File: config.mk
export PLATFORM = sky130hd
export DESIGN_NAME = uart_receiver
export DESIGN_NICKNAME = d
export VERILOG_FILES = /design/src/rtl/uart_receiver.sv
export SDC_FILE = /design/constraint.sdc
export NUM_CORES = 1
export LEC_CHECK = 0
export CAP_MARGIN = 20
export CORE_MARGIN = 2
export CORE_UTILIZATION = 47
export DETAILED_ROUTE_END_ITERATION = 8
export MAX_ROUTING_LAYER = met4
export PLACE_DENSITY = 0.79
export SYNTH_ARGS = -nofsm -noshare
export SYNTH_HDL_FRONTEND = slang
export SYNTH_SLANG_ARGS = --single-unit
File: constraint.sdc
create_clock -name PCLK -period 2.6 [get_ports PCLK]
set_clock_uncertainty 0.05 [all_clocks]
set_input_delay 0.52 -clock PCLK [delete_from_list [all_inputs] [get_ports PCLK]]
set_output_delay 0.52 -clock PCLK [all_outputs]
set_load 0.02 [all_outputs]
File: src/rtl/uart_receiver.sv
// UART 8N1 receive stage with an APB read-only data/status register pair.
// Registers sit in the upper address half (PADDR[7]=1): 0x80 RXDATA, 0x81 STATUS.
module uart_receiver #(
  parameter int CLKS_PER_BIT = 87
) (
  input  logic       PCLK,
  input  logic       PRESET,
  input  logic       PSEL,
  input  logic       PENABLE,
  input  logic       PWRITE,
  input  logic [7:0] PADDR,
  output logic [7:0] PRDATA,
  output logic       PREADY,
  input  logic       i_Rx_Serial,
  output logic       o_Rx_Done,
  output logic       o_Rx_Error
);

  localparam logic [15:0] BIT_LAST = 16'(CLKS_PER_BIT - 1);
  localparam logic [15:0] BIT_HALF = 16'((CLKS_PER_BIT - 1) / 2);

  typedef enum logic [2:0] {
    IDLE,
    START_BIT,
    DATA_BITS,
    STOP_BIT,
    CLEANUP
  } state_t;

  state_t      state_q,     state_d;
  logic [15:0] cnt_q,       cnt_d;
  logic [2:0]  bit_idx_q,   bit_idx_d;
  logic [7:0]  shift_q,     shift_d;
  logic [7:0]  hold_q,      hold_d;
  logic        valid_q,     valid_d;
  logic        overrun_q,   overrun_d;
  logic        frame_err_q, frame_err_d;
  logic        done_q,      done_d;
  logic        rx_meta_q;
  logic        rx_s_q;

  logic apb_access;
  logic rd_data;
  logic rd_stat;

  assign apb_access = PSEL & PENABLE & ~PWRITE & PADDR[7];
  assign rd_data    = apb_access && (PADDR == 8'h80);
  assign rd_stat    = apb_access && (PADDR == 8'h81);

  // Two-flop synchronizer for the asynchronous serial line; resets to idle-high.
  always_ff @(posedge PCLK or posedge PRESET) begin
    if (PRESET) begin
      rx_meta_q <= 1'b1;
      rx_s_q    <= 1'b1;
    end else begin
      rx_meta_q <= i_Rx_Serial;
      rx_s_q    <= rx_meta_q;
    end
  end

  // Next-state logic for the receive FSM, holding register and status flags.
  always_comb begin
    state_d     = state_q;
    cnt_d       = cnt_q;
    bit_idx_d   = bit_idx_q;
    shift_d     = shift_q;
    hold_d      = hold_q;
    valid_d     = valid_q;
    overrun_d   = overrun_q;
    frame_err_d = frame_err_q;
    done_d      = 1'b0;

    // Read-side clears first so that a simultaneous set below wins.
    if (rd_data) valid_d = 1'b0;
    if (rd_stat) begin
      overrun_d   = 1'b0;
      frame_err_d = 1'b0;
    end

    case (state_q)
      IDLE: begin
        cnt_d     = '0;
        bit_idx_d = '0;
        if (!rx_s_q) state_d = START_BIT;
      end
      START_BIT: begin
        if (cnt_q == BIT_HALF) begin
          cnt_d   = '0;
          state_d = rx_s_q ? IDLE : DATA_BITS;
        end else begin
          cnt_d = cnt_q + 16'd1;
        end
      end
      DATA_BITS: begin
        if (cnt_q == BIT_LAST) begin
          cnt_d              = '0;
          shift_d[bit_idx_q] = rx_s_q;
          bit_idx_d          = bit_idx_q + 3'd1;
          if (bit_idx_q == 3'd7) state_d = STOP_BIT;
        end else begin
          cnt_d = cnt_q + 16'd1;
        end
      end
      STOP_BIT: begin
        if (cnt_q == BIT_LAST) begin
          cnt_d   = '0;
          state_d = CLEANUP;
          if (rx_s_q) done_d      = 1'b1;
          else        frame_err_d = 1'b1;
        end else begin
          cnt_d = cnt_q + 16'd1;
        end
      end
      CLEANUP: begin
        cnt_d   = '0;
        state_d = IDLE;
        // The holding register is written at the end of the cycle in which
        // o_Rx_Done is high, so a read in that cycle still sees the old byte.
        if (done_q) begin
          hold_d  = shift_q;
          valid_d = 1'b1;
          if (valid_q && !rd_data) overrun_d = 1'b1;
        end
      end
      default: begin
        cnt_d   = '0;
        state_d = IDLE;
      end
    endcase
  end

  // State and datapath registers; reset aborts any frame in progress.
  always_ff @(posedge PCLK or posedge PRESET) begin
    if (PRESET) begin
      state_q     <= IDLE;
      cnt_q       <= '0;
      bit_idx_q   <= '0;
      shift_q     <= '0;
      hold_q      <= '0;
      valid_q     <= 1'b0;
      overrun_q   <= 1'b0;
      frame_err_q <= 1'b0;
      done_q      <= 1'b0;
    end else begin
      state_q     <= state_d;
      cnt_q       <= cnt_d;
      bit_idx_q   <= bit_idx_d;
      shift_q     <= shift_d;
      hold_q      <= hold_d;
      valid_q     <= valid_d;
      overrun_q   <= overrun_d;
      frame_err_q <= frame_err_d;
      done_q      <= done_d;
    end
  end

  // Zero-wait-state APB read mux; silent outside an upper-half read access.
  always_comb begin
    PREADY = apb_access;
    PRDATA = '0;
    if (apb_access) begin
      case (PADDR)
        8'h80:   PRDATA = hold_q;
        8'h81:   PRDATA = {5'b0, overrun_q, frame_err_q, valid_q};
        default: PRDATA = '0;
      endcase
    end
  end

  assign o_Rx_Done  = done_q;
  assign o_Rx_Error = frame_err_q;

endmodule

# Yosys cells after proc, flatten, opt, wreduce, memory -nomap -nowiden
# Cells that the tools add are included.
# Widths: inputs -> output; s select.
# classes
n_addsub	2
magnitude_cmp	2
n_eq_ne	14
muxes	31
bitwise	4
n_reduce_logical	12
# op_table
operator	count
$mux 16	2
$pmux 16 s2	1
$mux 3	6
$add 16x1->16 const B	1
$eq 16x6->1 const B	1
$eq 16x7->1 const B	1
$eq 8x8->1 const B	2
$pmux 8 s2	1
$mux 1	15
$pmux 3 s4	1
$ne 2x2->1 const B	5
$bwmux 8	1
$mux 8	1
$eq 3x2->1 const B	2
$eq 3x3->1 const B	2
$pmux 3 s2	1
$reduce_and 2->1	3
$reduce_and 5->1	1
$logic_and 1x1->1	4
$lt 3x4->1 const B	1
$add 3x1->3 const B	1
$and 1x1->1	3
$demux 1 s3	1
$eq 3x1->1 const B	1
7 further kinds	7
# word_totals
regBits	44
inputBits	14
elab_cells	76

# Logic depth before layout (Yosys ltp)
# logic_depth
depth_word	9
ltp_mapped	7
ltp_nobuf	6

# Least setup slack after synthesis
# No wires, ideal clock.
# synth_timing
path_type	input port to output port
start	input PWRITE
end	output PRDATA[0]
arrival_ns	1.725
required_time_ns	2.030
setup_slack_ns	0.305
path_stages	5
cell_sequence	and4b_1 > and3_1 > nor2b_1 > clkbuf_1 > a22o_1
# synth_via
elab_chain_len	4
# synth_rtl
item	line	rtl
start, declared	10	input logic PWRITE,
$not 1->1	46	assign apb_access = PSEL & PENABLE & ~PWRITE & PADDR[7];
$and 1x1->1 (2 in series)	46	
$mux 8	161	if (apb_access) begin
end, declared	12	output logic [7:0] PRDATA,
# Every way passes these cells.

# Final worst setup path
# layout_timing
start	input PWRITE
end	output PRDATA[2]
# Same word-level chain as after synthesis.

==> results_tabular.tex <==
\begin{tabular}{lr}
\hline
Metric & Value \\
\hline
\multicolumn{2}{l}{\textbf{STA}} \\
Final setup violation count & 0 \\
Transition time at the pin with the least slew margin & between 0.7 and 0.8 ns \\
Timing-limited maximum frequency & slightly below 0.4 GHz \\
Number of hold violations in the final report & 0 \\
Period utilisation layout & a little over nine tenths \\
Final Slew Violations & 0 \\
Tmin final & 2.53 ns \\
RSZ-0062 raised after global routing & yes \\
Final Hold Slack & between 0.3 and 0.4 ns \\
Worst-case headroom to the max-slew limit & 50.5\% \\
\multicolumn{2}{l}{\textbf{Place}} \\
Placed wire-length estimate after detailed placement & 2.75 mm \\
Placer's final routability congestion estimate & 0.859 \\
Cell count after placement & 279 \\
Post-detailed-placement cell area & around 2500 sq um \\
Input/output buffers & 24 \\
\multicolumn{2}{l}{\textbf{Die}} \\
Die width & 73.3 microns \\
Die Footprint & roughly 5400 sq um \\
Vertical die dimension & approximately 73 microns \\
Area inside the core boundary & roughly 4700 sq um \\
Effective utilization at floorplan & around 48\% \\
Placement row count & 25 \\
I/O pin count & 25 \\
\multicolumn{2}{l}{\textbf{Global route}} \\
Via count of the first global-routing pass & roughly 1500 \\
Initial antenna violation count & 0 \\
Maximum number of pins on one net before global-route repair & 19 \\
Wire length of the first global-routing pass & approximately 6.6 mm \\
GRT Util Overall & $\sim$16\% \\
Sum of overflow across all layers after global routing & 0 \\
\multicolumn{2}{l}{\textbf{Yosys}} \\
Net Count, Synth & approximately 220 \\
Register area share after synthesis & between 40\% and 50\% \\
Share of flip-flops with an asynchronous set or reset & 100\% \\
Post-synth EDFFs & 0 \\
Number of instances in the synthesized netlist & 204 \\
Yosys warning total & 0 \\
Flip-flop and latch count after synthesis & between 40 and 50 \\
Main synth FF type & sky130\_fd\_sc\_hd\_\_dfrtp\_1 \\
Library cells used by synthesis & just under 50 \\
Synthesized area divided by synthesized cell count & between 10 and 15 sq um \\
Mapped cell area & 2250 sq um \\
\multicolumn{2}{l}{\textbf{Routing}} \\
Met2 wire length & approximately 1.9 mm \\
Initial DRT Pass Iterations & 4 \\
Highest routed metal layer & met4 \\
Remaining design rule violation count & 0 \\
Mean routed wirelength per cell & 13.2 microns \\
Number of vias in the routed layout & $\sim$1600 \\
Detail Route Antenna Nets & 0 \\
Per-cell via count in the routed design & about 5.4 \\
Met3 routed WL & around 120 microns \\
Routed Wire Length & 3.81 mm \\
Detailed router's first-iteration violation count & roughly 110 \\
M1 WL & 1.76 mm \\
\multicolumn{2}{l}{\textbf{Outcome}} \\
Status & finished clean \\
\multicolumn{2}{l}{\textbf{Layout}} \\
Fill cells & around 410 \\
Synthesis-to-layout area growth & 15.8\% \\
Most frequent standard cell in the layout excluding fill and tap cells & sky130\_fd\_sc\_hd\_\_dfrtp\_1 \\
Final cell area excluding filler cells & about 2600 sq um \\
Area taken by flip-flops and latches & between 1000 and 1500 sq um \\
Post-route insts no fill & approximately 290 \\
Leading cell types in the layout, fill and taps excluded & sky130\_fd\_sc\_hd\_\_dfrtp\_1, sky130\_fd\_sc\_hd\_\_nor2\_1, sky130\_fd\_sc\_hd\_\_clkdlybuf4s50\_1 \\
Proportion of layout cells with a drive suffix above 1 & around a fifth \\
Area used by multi-input combinational logic & between 1000 and 1500 sq um \\
Fin nets & $\sim$250 \\
Antenna Diode Count & 0 \\
\multicolumn{2}{l}{\textbf{Pwr}} \\
Power Density & approximately 470 nW/um\^{}2 \\
Sequential group share of total power & roughly three fifths \\
Overall power after layout & about 1200 uW \\
Combinational cell fraction of total power & 6.6\% \\
Maximum VDD drop & approximately 0.30 mV \\
Switching share of total power & a little under a quarter \\
Clk network pwr share & a little over a third \\
Net switching power & about 280 uW \\
Static leakage & 0.00117 uW \\
Power Internal & 950 uW \\
\multicolumn{2}{l}{\textbf{Flow run}} \\
Total of max-cap violations & 0 \\
\multicolumn{2}{l}{\textbf{Clocking}} \\
Buffer depth of the longest clock path & 2 \\
Clk\_lat worst skew & roughly 0.29 ns \\
Count of hold-fix buffers inserted at cts & 0 \\
CTS tree & done \\
CTS sink count & between 40 and 50 \\
Level count of the clock H-tree & 2 \\
CTS buffer count & 5 \\
CTS Root Cell & sky130\_fd\_sc\_hd\_\_clkbuf\_8 \\
Clock-pin slew on the worst setup and hold paths & about 0.080 ns \\
\multicolumn{2}{l}{\textbf{Critical path}} \\
Worst EP arrival & roughly 2.0 ns \\
Worst setup path category & in2out \\
Launching element type of the critical path & input pin \\
Endpoint class of the critical path & output pin \\
CP required & just over 2 ns \\
Largest fanout of any net on the critical path & 5 \\
\multicolumn{2}{l}{\textbf{Worst hold path}} \\
Worst min-delay path class & reg2reg \\
\hline
\end{tabular}
## final cells by class
type | count | area share, %
Inverter | 9 | 1.29
Multi-Input combinational cell | 142 | 40.3
Clock buffer | 7 | 3.31
Timing Repair Buffer | 31 | 9.97
Tap cell | 54 | 2.59
Clock inverter | 1 | 0.287
Sequential cell | 44 | 42.3
## Yosys cell counts (all sizes together), types with 2 or more instances
library cell / n / area share (%)
a22o: 4 / 1.6
and2: 7 / 1.9
and2b: 2 / 0.78
and3: 2 / 0.55
and3b: 2 / 0.83
and4: 2 / 0.89
buf: 6 / 2.4
clkbuf: 2 / 0.39
dfrtp: 42 / 47
dfstp: 2 / 2.3
ha: 4 / 2.2
inv: 9 / 1.5
mux2: 16 / 8.0
nand2: 10 / 1.7
nand3: 7 / 1.6
nand4: 12 / 3.6
nor2: 22 / 3.7
nor2b: 2 / 0.55
nor3: 6 / 1.6
nor3b: 2 / 0.89
nor4: 11 / 4.4
o21ai: 2 / 0.44
xnor2: 13 / 5.0
## critical path, stage by stage
cell	delay, ns
sky130_fd_sc_hd__clkdlybuf4s50_1	0.44
sky130_fd_sc_hd__and4b_1	0.19
sky130_fd_sc_hd__and3_1	0.16
sky130_fd_sc_hd__nor2b_4	0.13
sky130_fd_sc_hd__buf_4	0.15
sky130_fd_sc_hd__a22o_1	0.22
sky130_fd_sc_hd__buf_4	0.15
## timing repair
action                     CTS  global route
pin swaps                    0             1
cloned                       0             1
gates resized for setup     29            10
setup buffers                0             0
setup endpoints to repair    8             8
## cells by family after synthesis
| kind of cell | share of synthesized area, % |
|---|---|
| compound gates | 4.88 |
| buf+inv | 4.72 |
| mux | 8.43 |
| xor+xnor | 5.44 |
| fa+ha+maj | 2.22 |
| simple gates | 25.4 |
| flops | 48.9 |
## per-layer routing
metal,vias to the layer above,global-route usage [%]
met5,-,-
met4,0,4.32
met1,754,20.7
met2,21,26.1
met3,5,3.70
li1,788,-
## through the flow
stage,utilization (%),setup TNS (ns),setup slack [ns]
after CTS,55.9,0,0.000219
final,56.0,0,0.0672
after global placement,54.4,-2.73,-0.354
after floorplan,-,0,0.305
after detailed placement,54.4,-2.77,-0.353
after global routing,56.0,-0.0140,-0.00771
## power by group through the flow
stage / logic (uW) / clock network (uW) / registers (uW)
after detailed placement: 80.9 / 0 / 727
after global routing: 92.4 / 473 / 717
final: 80.5 / 434 / 714
after global placement: 78.7 / 0 / 727
after CTS: 81.5 / 446 / 714
after floorplan: 59.7 / 0 / 717
## registers in the layout (all words and copies together) (netlist names)
signal and cells:
hold_q 8, o_Rx_Error 1, state_q 3, rx_meta_q 1, overrun_q 1, rx_s_q 1, bit_idx_q 3, o_Rx_Done 1
valid_q 1, shift_q 8, cnt_q 16
## worst paths after layout
| check | start | to | slack [ns] | cells after the start |
|---|---|---|---|---|
| hold reg to reg | rx_meta_q$_DFF_PP1_ | rx_s_q$_DFF_PP1_ | 0.31 | 0 |
| min in group asynchronous | PRESET | shift_q[6]$_DFFE_PP0P_ | 0.48 | 2 |
| setup / recovery | PWRITE | PRDATA[2] | 0.07 | 7 |
| max in group asynchronous | PRESET | rx_meta_q$_DFF_PP1_ | 1.40 | 3 |
| setup reg to reg | cnt_q[0]$_DFF_PP0_ | shift_q[7]$_DFFE_PP0P_ | 0.62 | 6 |
| hold / removal | rx_meta_q$_DFF_PP1_ | rx_s_q$_DFF_PP1_ | 0.31 | 0 |
No activity file was read; power rests on OpenSTA's default activity.
